===== src/rtl/observer_pkg.sv =====
// rtl/observer_pkg.sv - shared mode/state types and constants for the debug observer
`ifndef ZeroWord
`define ZeroWord 32'h0000_0000
`endif

package observer_pkg;

    typedef enum logic [1:0] {
        MODE_LIVE  = 2'd0,
        MODE_SNAP  = 2'd1,
        MODE_TRACE = 2'd2,
        MODE_RSVD  = 2'd3
    } mode_e;

    typedef enum logic [1:0] {
        OBS_IDLE    = 2'd0,
        OBS_ARMED   = 2'd1,
        OBS_CAPTURE = 2'd2,
        OBS_DONE    = 2'd3
    } obs_state_e;

    localparam logic [31:0] ZERO_WORD = `ZeroWord;

endpackage


===== src/rtl/observer_trace_buf.sv =====
// rtl/observer_trace_buf.sv - DEPTH x DATA_W circular trace buffer with occupancy flags
module observer_trace_buf #(
    parameter  int DATA_W = 32,
    parameter  int DEPTH  = 16,
    localparam int PTR_W  = $clog2(DEPTH),
    localparam int CNT_W  = $clog2(DEPTH) + 1
) (
    input  logic              clk,
    input  logic              rst_n,
    input  logic              clr,
    input  logic              wr_en,
    input  logic [DATA_W-1:0] wr_data,
    input  logic              rd_en,
    output logic [DATA_W-1:0] rd_data,
    output logic [CNT_W-1:0]  count,
    output logic              empty,
    output logic              full
);

    logic [DATA_W-1:0] mem [DEPTH];
    logic [PTR_W-1:0]  wrp;
    logic [PTR_W-1:0]  rdp;
    logic [CNT_W-1:0]  cnt;
    logic              do_wr;
    logic              do_rd;

    assign do_wr = wr_en && !full;
    assign do_rd = rd_en && !empty;

    always_ff @(posedge clk or negedge rst_n) begin
        if (!rst_n) begin
            wrp <= '0;
            rdp <= '0;
            cnt <= '0;
        end else if (clr) begin
            wrp <= '0;
            rdp <= '0;
            cnt <= '0;
        end else begin
            if (do_wr) wrp <= wrp + 1'b1;
            if (do_rd) rdp <= rdp + 1'b1;
            case ({do_wr, do_rd})
                2'b10:   cnt <= cnt + 1'b1;
                2'b01:   cnt <= cnt - 1'b1;
                default: cnt <= cnt;
            endcase
        end
    end

    // Storage needs no reset: contents are only exposed while count is non-zero.
    always_ff @(posedge clk) begin
        if (do_wr && !clr) mem[wrp] <= wr_data;
    end

    assign rd_data = mem[rdp];
    assign count   = cnt;
    assign empty   = (cnt == '0);
    assign full    = (cnt == CNT_W'(DEPTH));

endmodule


===== src/rtl/observer_trace.sv =====
// rtl/observer_trace.sv - probe channel observer with live view, triggered snapshot and trace capture
module observer_trace
    import observer_pkg::*;
#(
    parameter  int DATA_W = 32,
    parameter  int NUM_CH = 8,
    parameter  int DEPTH  = 16,
    localparam int SEL_W  = $clog2(NUM_CH),
    localparam int CNT_W  = $clog2(DEPTH) + 1
) (
    input  logic                     clk,
    input  logic                     rst_n,
    input  logic [NUM_CH*DATA_W-1:0] ch_data_i,
    input  logic [SEL_W-1:0]         ch_sel_i,
    input  logic [1:0]               mode_i,
    input  logic                     arm_i,
    input  logic                     trig_i,
    input  logic                     rd_en_i,
    output logic [DATA_W-1:0]        data_o,
    output logic                     valid_o,
    output logic [1:0]               state_o,
    output logic [CNT_W-1:0]         count_o,
    output logic                     empty_o,
    output logic                     full_o,
    output logic                     underflow_o
);

    mode_e             mode;
    mode_e             mode_q;
    obs_state_e        state_q;
    obs_state_e        state_d;
    logic [DATA_W-1:0] sel_data;
    logic [DATA_W-1:0] live_q;
    logic              live_vld_q;
    logic [DATA_W-1:0] snap_q;
    logic              underflow_q;
    logic              mode_chg;
    logic              active;
    logic              arm_ok;
    logic              uf_set;
    logic              buf_clr;
    logic              buf_wr;
    logic              buf_rd;
    logic              snap_ld;
    logic [DATA_W-1:0] buf_rd_data;
    logic [CNT_W-1:0]  buf_count;
    logic              buf_empty;
    logic              buf_full;

    // Unmatched selects fall through to zero.
    always_comb begin
        sel_data = '0;
        for (int k = 0; k < NUM_CH; k++) begin
            if (ch_sel_i == SEL_W'(k)) sel_data = ch_data_i[k*DATA_W +: DATA_W];
        end
    end

    assign mode     = mode_e'(mode_i);
    assign mode_chg = (mode != mode_q);
    assign active   = !mode_chg && (mode == MODE_SNAP || mode == MODE_TRACE);
    assign arm_ok   = active && arm_i;
    assign uf_set   = rd_en_i && (mode == MODE_SNAP || mode == MODE_TRACE) &&
                      !(state_q == OBS_DONE && !buf_empty);

    always_comb begin
        state_d = state_q;
        buf_clr = mode_chg;
        buf_wr  = 1'b0;
        buf_rd  = 1'b0;
        snap_ld = 1'b0;
        if (!active) begin
            state_d = OBS_IDLE;
        end else if (arm_i) begin
            state_d = OBS_ARMED;
            buf_clr = 1'b1;
        end else begin
            case (state_q)
                OBS_ARMED: begin
                    if (trig_i) begin
                        if (mode == MODE_SNAP) begin
                            snap_ld = 1'b1;
                            state_d = OBS_DONE;
                        end else begin
                            buf_wr  = 1'b1;
                            state_d = OBS_CAPTURE;
                        end
                    end
                end
                OBS_CAPTURE: begin
                    buf_wr = 1'b1;
                    if (buf_count == CNT_W'(DEPTH - 1)) state_d = OBS_DONE;
                end
                OBS_DONE: buf_rd = rd_en_i && !buf_empty;
                default: ;
            endcase
        end
    end

    always_ff @(posedge clk or negedge rst_n) begin
        if (!rst_n) begin
            state_q     <= OBS_IDLE;
            mode_q      <= MODE_LIVE;
            live_q      <= '0;
            live_vld_q  <= 1'b0;
            snap_q      <= '0;
            underflow_q <= 1'b0;
        end else begin
            state_q    <= state_d;
            mode_q     <= mode;
            live_vld_q <= (mode == MODE_LIVE) && !mode_chg;
            if (mode == MODE_LIVE) live_q <= sel_data;
            if (buf_clr)      snap_q <= '0;
            else if (snap_ld) snap_q <= sel_data;
            if (arm_ok)      underflow_q <= 1'b0;
            else if (uf_set) underflow_q <= 1'b1;
        end
    end

    observer_trace_buf #(
        .DATA_W (DATA_W),
        .DEPTH  (DEPTH)
    ) u_buf (
        .clk     (clk),
        .rst_n   (rst_n),
        .clr     (buf_clr),
        .wr_en   (buf_wr),
        .wr_data (sel_data),
        .rd_en   (buf_rd),
        .rd_data (buf_rd_data),
        .count   (buf_count),
        .empty   (buf_empty),
        .full    (buf_full)
    );

    // Output view follows the mode seen at the last edge, so a mode switch blanks valid for a cycle.
    always_comb begin
        data_o  = DATA_W'(ZERO_WORD);
        valid_o = 1'b0;
        case (mode_q)
            MODE_LIVE: begin
                data_o  = live_q;
                valid_o = live_vld_q;
            end
            MODE_SNAP: begin
                if (state_q == OBS_DONE) begin
                    data_o  = snap_q;
                    valid_o = 1'b1;
                end
            end
            MODE_TRACE: begin
                if (state_q == OBS_DONE) begin
                    data_o  = buf_rd_data;
                    valid_o = !buf_empty;
                end
            end
            default: ;
        endcase
    end

    assign state_o     = state_q;
    assign count_o     = buf_count;
    assign empty_o     = buf_empty;
    assign full_o      = buf_full;
    assign underflow_o = underflow_q;

endmodule


===== config.mk =====
export PLATFORM = sky130hd
export DESIGN_NAME = observer_trace
export DESIGN_NICKNAME = d
export VERILOG_FILES = /design/src/rtl/observer_pkg.sv /design/src/rtl/observer_trace_buf.sv /design/src/rtl/observer_trace.sv
export SDC_FILE = /design/constraint.sdc
export NUM_CORES = 1
export LEC_CHECK = 0
export CAP_MARGIN = 10
export CORE_MARGIN = 4
export CORE_UTILIZATION = 45
export DETAILED_ROUTE_END_ITERATION = 10
export GPL_ROUTABILITY_DRIVEN = 0
export MAX_ROUTING_LAYER = met4
export PLACE_DENSITY = 0.67
export SYNTH_ARGS = -nofsm -noshare
export SYNTH_HDL_FRONTEND = slang
export SYNTH_SLANG_ARGS = --single-unit

===== constraint.sdc =====
create_clock -name clk -period 7.1 [get_ports clk]
set_input_delay 1.42 -clock clk [delete_from_list [all_inputs] [get_ports clk]]
set_output_delay 1.42 -clock clk [all_outputs]
set_load 0.02 [all_outputs]

==> Implementation_results.wiki, run 1 <==
{| class="wikitable"
! Metric !! Value
|-
| Result of the run || complete, no violations
|-
| Remaining antenna violation count after routing || 0
|-
| Number of top-level pins || a little over 300
|-
| Cell area after placement || 0.0299 sq mm
|-
| Buffers inserted during post-CTS setup optimization || 0
|-
| Number of library cell types mapped by synthesis || 54
|-
| Asr flop ratio synth || 0.139
|-
| Critical path start-end classification || register to primary output
|-
| Largest net degree at the start of global routing || 64
|-
| Combinational family with the most area after synthesis || multiplexers
|-
| Starting density of the core || 0.459
|-
| Clock-pin slew of the registers on the worst-case setup and hold paths || 0.06 ns
|-
| Count of pins over their slew limit || 0
|-
| Detailed placer's ending HPWL || 49,800 um
|-
| Vias || 16.4k
|-
| Total of fill cells in the finished design || 4,460
|-
| Length of the first detailed-routing pass in iterations || 9
|-
| Net total in the final layout || 2,184
|-
| Synthesized instance count || 1,621
|-
| Buffers from clock root to sink, at most || 3
|-
| Remaining routing DRC violations || 0
|-
| CTS buffer count || 56
|-
| Fraction of the mapped netlist area in adder cells || 0.00701
|-
| Required time of the worst setup path || between 5 and 6 ns
|-
| Sinks on the clock net || ~600
|-
| Endpoint type of the worst setup path || primary output
|-
| Number of antenna violations at the first check in global routing || 4
|-
| Wire length of the first global-routing pass || 112,000 um
|-
| Overall track demand over capacity in global routing || 0.249
|-
| Number of H-tree branching levels || 2
|-
| Final worst path period need || 5.32 ns
|-
| Leakage || 10.8 nW
|-
| CTS-repair resized insts || 0
|-
| Simple-gate area share of the yosys netlist || 0.0418
|-
| CTS tree || done
|-
| Top delay family on crit path || buffers and inverters
|-
| Hold Vio Cnt, Final || 0
|-
| Arrival time of the worst setup path || about 4 ns
|-
| Kind of start point of the critical path || register
|-
| Number of vias per cell || 6.05
|-
| Detail-routed net length per standard cell || 28.3 um
|-
| Number of flops mapped to enable cells by yosys || 512
|-
| Achievable Freq || 188 MHz
|-
| Share of the synthesized area in compound gates (AO/OA/AOI/OAI) || 0.0868
|-
| Synth-to-Final Area Change || 22.2%
|-
| Number of hold-repair buffers added at the cts stage || 0
|-
| Multiplexer share of the synthesized area || 0.155
|-
| Worst hold-check path type || register to register
|-
| Worst slew slack as a fraction of its limit || 0.167
|-
| Proportion of layout cells with a drive suffix above 1 || 0.169
|-
| Largest driver fanout on the critical path || 29
|-
| Die X || between 200 and 250 um
|-
| CP max stage cell || dfrtp_4
|-
| Dominant register cell in the synthesized netlist || edfxtp_1
|-
| Synth warn || 0
|-
| Average cell area after synthesis || 16.1 sq um
|-
| Gr ovfl total || 0
|-
| Synthesized flop and latch total || 595
|-
| Area enclosed by the die boundary || around 0.06 sq mm
|-
| Vias in the first global route || around 16k
|-
| Critical path cell sequence || buf_4 -> mux4_2 -> mux4_2 -> nand2_1 -> nand2_1 -> clkdlybuf4s50_1
|-
| Routed wire length || 76,600 um
|-
| Setup Total Neg Slack || 0 ns
|-
| Die Height || 249 um
|-
| Floorplan row count || between 80 and 90
|-
| Period utilization || 0.750
|-
| Max Clock Skew || 0.0114 ns
|-
| Post-synthesis net count || 1,901
|-
| Number of buffer cells added on primary ports || 308
|-
| Number of max-cap violations || 0
|-
| Post-route cell area || 0.0319 sq mm
|-
| Count of buffer and inverter cells on the critical path || 2
|-
| Largest stage delay on the critical path || 0.80 ns
|-
| Iter 0 DRT Violations || between 1.5k and 2k
|-
| Cell area power density || 240 mW/mm^2
|-
| Number of endpoints failing setup at the final stage || 0
|-
| Worst supply voltage drop on vdd || about 0.00021 V
|-
| Placeable Area || 0.0568 sq mm
|-
| Clock latency of the later-clocked register in the worst-skew pair || 0.60 ns
|-
| Proportion of synthesized chip area in sequential cells || 0.670
|-
| Slew of the pin with the lowest slew margin || approximately 1.2 ns
|-
| Share of the synthesized netlist area taken by xor and xnor gates || 0.00336
|-
| Commonest cells after routing, fill and taps aside || edfxtp_1, clkdlybuf4s50_1, mux4_2
|-
| Most common cell after layout, fill and taps aside || edfxtp_1
|-
| Sum of internal, switching and leakage power || 7.65 mW
|-
| Synth Cell Area || 0.0261 sq mm
|-
| RSZ-0062 raised after global routing || no
|-
| Master cell of the clock root buffer || clkbuf_16
|}
==> power breakdown <==
group	internal [mW]	switching (mW)	total [mW]	leakage, nW
Combinational	0.251	0.373	0.624	4.46
Clock	1.84	1.27	3.11	0.949
Sequential	3.90	0.0185	3.92	5.44
Total	5.99	1.66	7.65	10.8
==> sequential cells by signal (all words and copies together), names as in the netlist <==
signal and count:
u_buf.rdp 4, state_o 2, mode_q 2, u_buf.mem 512, live_vld_q 1, u_buf.count 5, underflow_o 1, live_q 32
snap_q 32, u_buf.wrp 4
==> final timing paths <==
| path | cells after the start | end | from | slack (ns) |
|---|---|---|---|---|
| hold reg to reg | 2 | snap_q[20] | snap_q[20] | 0.48 |
| setup reg to reg | 8 | u_buf.mem[10][7] | state_o[1] | 3.64 |
| setup / recovery | 6 | data_o[22] | u_buf.rdp[0] | 1.78 |
| hold / removal | 2 | snap_q[20] | snap_q[20] | 0.48 |
| max in group asynchronous | 2 | live_q[1] | rst_n | 5.18 |
| min in group asynchronous | 1 | u_buf.count[0] | rst_n | 0.72 |
==> synthesized netlist by cell type (2+ instances only) <==
| master | count | area (sq um) |
|---|---|---|
| xor2_1 | 7 | 61.3 |
| and2_1 | 17 | 106 |
| nand2b_1 | 2 | 12.5 |
| clkbuf_1 | 74 | 278 |
| nor2b_1 | 6 | 37.5 |
| a21o_1 | 34 | 255 |
| o221ai_1 | 30 | 263 |
| inv_1 | 103 | 387 |
| o21ai_0 | 95 | 475 |
| mux2i_1 | 34 | 340 |
| a211oi_1 | 2 | 15.0 |
| and3b_1 | 2 | 17.5 |
| buf_1 | 15 | 56.3 |
| buf_6 | 12 | 135 |
| a21oi_1 | 70 | 350 |
| nand2_1 | 108 | 405 |
| nor2_1 | 51 | 191 |
| a22oi_1 | 62 | 465 |
| nand3_1 | 33 | 165 |
| nand4_1 | 3 | 18.8 |
| a22o_1 | 32 | 280 |
| xnor2_1 | 3 | 26.3 |
| a31oi_1 | 3 | 18.8 |
| dfrtp_1 | 83 | 2080 |
| buf_2 | 18 | 90.1 |
| mux2_2 | 4 | 45.0 |
| and3_1 | 2 | 12.5 |
| and4_1 | 5 | 43.8 |
| ha_1 | 13 | 163 |
| mux4_2 | 162 | 3650 |
| edfxtp_1 | 512 | 15400 |
| a32oi_1 | 2 | 17.5 |
==> logic make-up (layout without fill, tap and decap cells) <==
logic type | Yosys count | count (layout)
DFF | 595 | 595
AOI/OAI and AO/OA | 341 | 341
and+or+nand+nor | 238 | 238
buffers and inverters | 222 | 552
muxes | 201 | 201
adders and majority gates | 14 | 14
xor gates and xnor gates | 10 | 10
other | 0 | 4
==> metal layers <==
| layer | GRT usage | wire, um |
|---|---|---|
| met1 | 0.352 | 31900 |
| met2 | 0.384 | 36400 |
| met3 | 0.0462 | 6540 |
| met4 | 0.0543 | 1750 |
| met5 | - | 0 |
==> worst reg2reg max path, cell delays in order, from the launching register on <==
cell	delay (ns)
dfrtp_1	0.41
inv_1	0.08
ha_1	0.20
nand3b_1	0.15
a221oi_4	0.49
and2_1	0.44
nand2_1	0.10
nor2_1	0.21
and2_2	0.93
==> cell type report <==
cell class | instances | area, sq um | area share
antenna | 4 | 10.0 | 0.000314
multi-input combinational | 804 | 7710 | 0.242
sequential | 595 | 17500 | 0.548
clock buffer | 80 | 1610 | 0.0507
tap | 756 | 946 | 0.0297
timing repair buffer | 344 | 3410 | 0.107
inverter | 103 | 387 | 0.0121
clock inverter | 25 | 318 | 0.00998
==> through the flow <==
step | hold WS [ns] | utilization | setup slack [ns] | cells
3_3_place_gp | 0.462 | 0.525 | 2.07 | 2599
2_1_floorplan | 0.450 | - | 2.96 | 1621
3_5_place_dp | 0.470 | 0.526 | 2.02 | 2600
6_report | 0.480 | 0.561 | 1.78 | 2711
5_1_grt | 0.513 | 0.561 | 1.53 | 2710
4_1_cts | 0.483 | 0.560 | 1.68 | 2705
Note: power is estimated with default switching activity, not from simulation.
==> run 2, diff against run 1 <==
==> constraint.sdc (replaced) <==
create_clock -name clk -period 5.39 [get_ports clk]
set_input_delay 1.078 -clock clk [delete_from_list [all_inputs] [get_ports clk]]
set_output_delay 1.078 -clock clk [all_outputs]
set_load 0.02 [all_outputs]
==> run 2 against run 1 <==
Critical path depth unchanged. Clock power up 24%. Worst setup slack got worse by 1.2 ns. Flip-flop and latch count is the same. Non-clock buffer count rose by 28. Highest routed layer unchanged.
==> Implementation_results.wiki, run 2 (synthesis results as in run 1) <==
{| class="wikitable"
! Metric !! Value
|-
| Result of the run || complete, no violations
|-
| Cell area power density || 309 mW/mm^2
|-
| Sinks on the clock net || 595
|-
| Hold Vio Cnt, Final || 0
|-
| Vias || 16.2k
|-
| Number of hold-repair buffers added at the cts stage || 0
|-
| Number of max-cap violations || 0
|-
| Number of H-tree branching levels || 2
|-
| Number of endpoints failing setup at the final stage || 0
|-
| Required time of the worst setup path || 4.31 ns
|-
| Slack of the worst reg-to-reg path || 2.08 ns
|-
| RSZ-0062 raised after global routing || no
|-
| Critical path cell sequence || buf_12 -> mux4_2 -> mux4_2 -> nand2_1 -> nand2_1 -> clkdlybuf4s50_1
|-
| Setup Total Neg Slack || 0 ns
|-
| Remaining antenna violation count after routing || 0
|-
| Proportion of layout cells with a drive suffix above 1 || 0.175
|-
| Die Height || 249 um
|-
| Max Clock Skew || 0.0143 ns
|-
| Routed wire length || 74,700 um
|-
| Iter 0 DRT Violations || 1,900
|-
| Buffers inserted during post-CTS setup optimization || 0
|-
| Slew of the pin with the lowest slew margin || 1.08 ns
|-
| Master cell of the clock root buffer || clkbuf_16
|-
| Leakage || ~11 nW
|-
| Clock-pin slew of the registers on the worst-case setup and hold paths || 0.06 ns
|-
| Worst slew slack as a fraction of its limit || 0.278
|-
| Gr ovfl total || 0
|-
| Largest register by flop count || u_buf.mem
|-
| Detailed placer's ending HPWL || 51,100 um
|-
| Wire length of the first global-routing pass || ~110,000 um
|-
| Buffers from clock root to sink, at most || 3
|-
| Largest driver fanout on the critical path || 41
|-
| Total of fill cells in the finished design || around 4.5k
|-
| CTS-repair resized insts || 0
|-
| Commonest cells after routing, fill and taps aside || edfxtp_1, clkdlybuf4s50_1, mux4_2
|-
| Arrival time of the worst setup path || about 3.7 ns
|-
| Critical path start-end classification || register to primary output
|-
| Length of the first detailed-routing pass in iterations || 6
|-
| Achievable Freq || 209 MHz
|-
| Synth-to-Final Area Change || 22.6%
|-
| Kind of start point of the critical path || register
|-
| Worst supply voltage drop on vdd || 0.000249 V
|-
| Floorplan row count || 87
|-
| Clock latency of the later-clocked register in the worst-skew pair || 0.61 ns
|-
| Detail-routed net length per standard cell || 27.3 um
|-
| Largest stage delay on the critical path || 0.75 ns
|-
| CP max stage cell || dfrtp_4
|-
| CTS buffer count || 56
|-
| Biggest registers after layout || u_buf.mem x512, live_q x32, snap_q x32
|-
| Remaining routing DRC violations || 0
|-
| Worst hold-check path type || primary input to async pin
|-
| Period utilization || 0.890
|-
| Largest net degree at the start of global routing || 64
|-
| Max reg flops || slightly above 500
|-
| Placeable Area || 0.0568 sq mm
|-
| Net total in the final layout || 2,212
|-
| Area enclosed by the die boundary || a little over 0.06 sq mm
|-
| Number of antenna violations at the first check in global routing || 0
|-
| Die X || approximately 250 um
|-
| Starting density of the core || 0.459
|-
| Antenna cell count || 0
|-
| Vias in the first global route || 16.3k
|-
| Number of buffer cells added on primary ports || just over 300
|-
| Minimum hold slack || around 0.38 ns
|-
| Count of pins over their slew limit || 0
|-
| Number of top-level pins || 309
|-
| Number of vias per cell || 5.93
|-
| Endpoint type of the worst setup path || primary output
|-
| Overall track demand over capacity in global routing || 0.243
|-
| Most common cell after layout, fill and taps aside || edfxtp_1
|-
| Final worst path period need || between 4 and 5 ns
|-
| CTS tree || done
|}
[run 2: per-layer routing]
layer	vias up	part of all wire	routed length, um	global-route usage
li1	6979	-	-	-
met1	8441	0.42	31300	0.344
met2	686	0.47	34800	0.358
met3	116	0.094	6990	0.0690
met4	0	0.021	1550	0.0529
met5	-	0	0	-
[run 2: metrics by stage]
stage / cell area [sq um] / util / instances / setup slack (ns) / power (mW)
after detailed placement: 30200 / 0.531 / 2630 / 0.874 / 6.07
after global routing: 32000 / 0.562 / 2735 / 0.386 / 10.2
after CTS: 32000 / 0.562 / 2735 / 0.509 / 9.92
after floorplan: 26100 / - / 1621 / 1.59 / 5.61
final: 32000 / 0.562 / 2735 / 0.594 / 9.86
after global placement: 30200 / 0.531 / 2630 / 0.932 / 6.06
[run 2: area by class of cell]
cell class,instances,area [sq um],share of cell area
clock buffers,72,1490,0.0467
clock inverters,33,309,0.00967
inverters,103,387,0.0121
multi-input cells,804,7710,0.241
flip-flops and latches,595,17500,0.546
well taps,756,946,0.0296
repair buffers,372,3650,0.114
[run 2: critical path: cells and delay by family (launching register included)]
family / cells / cell delay (ns)
mux: 2 / 1.10
simple gates: 2 / 0.24
flops: 1 / 0.75
buf+inv: 2 / 0.96
[run 2: path summary, 6_finish.rpt]
kind / start / to / depth (start not counted)
hold / removal: rst_n / state_o[1] / 1
min in group clk: snap_q[10] / snap_q[10] / 2
setup / recovery: u_buf.rdp[0] / data_o[16] / 6
setup reg to reg: u_buf.count[1] / u_buf.count[4] / 10
max in group asynchronous: rst_n / snap_q[6] / 2
hold reg to reg: snap_q[10] / snap_q[10] / 2
[run 2: power by group]
| part | internal, mW | switching (mW) | total (mW) |
|---|---|---|---|
| Clock | 2.20 | 1.67 | 3.87 |
| Sequential | 5.14 | 0.0239 | 5.17 |
| Combinational | 0.336 | 0.491 | 0.827 |
| Total | 7.67 | 2.19 | 9.86 |
==> run 3, diff against run 2 <==
--- a/config.mk
+++ b/config.mk
@@ -5,7 +5,7 @@
 export SDC_FILE = /design/constraint.sdc
 export NUM_CORES = 1
 export LEC_CHECK = 0
-export CAP_MARGIN = 10
+export CAP_MARGIN = 5
 export CORE_MARGIN = 4
 export CORE_UTILIZATION = 45
 export DETAILED_ROUTE_END_ITERATION = 10
==> results of run 3 <==
The final DEF is identical to that of run 2; final timing and power are the same.
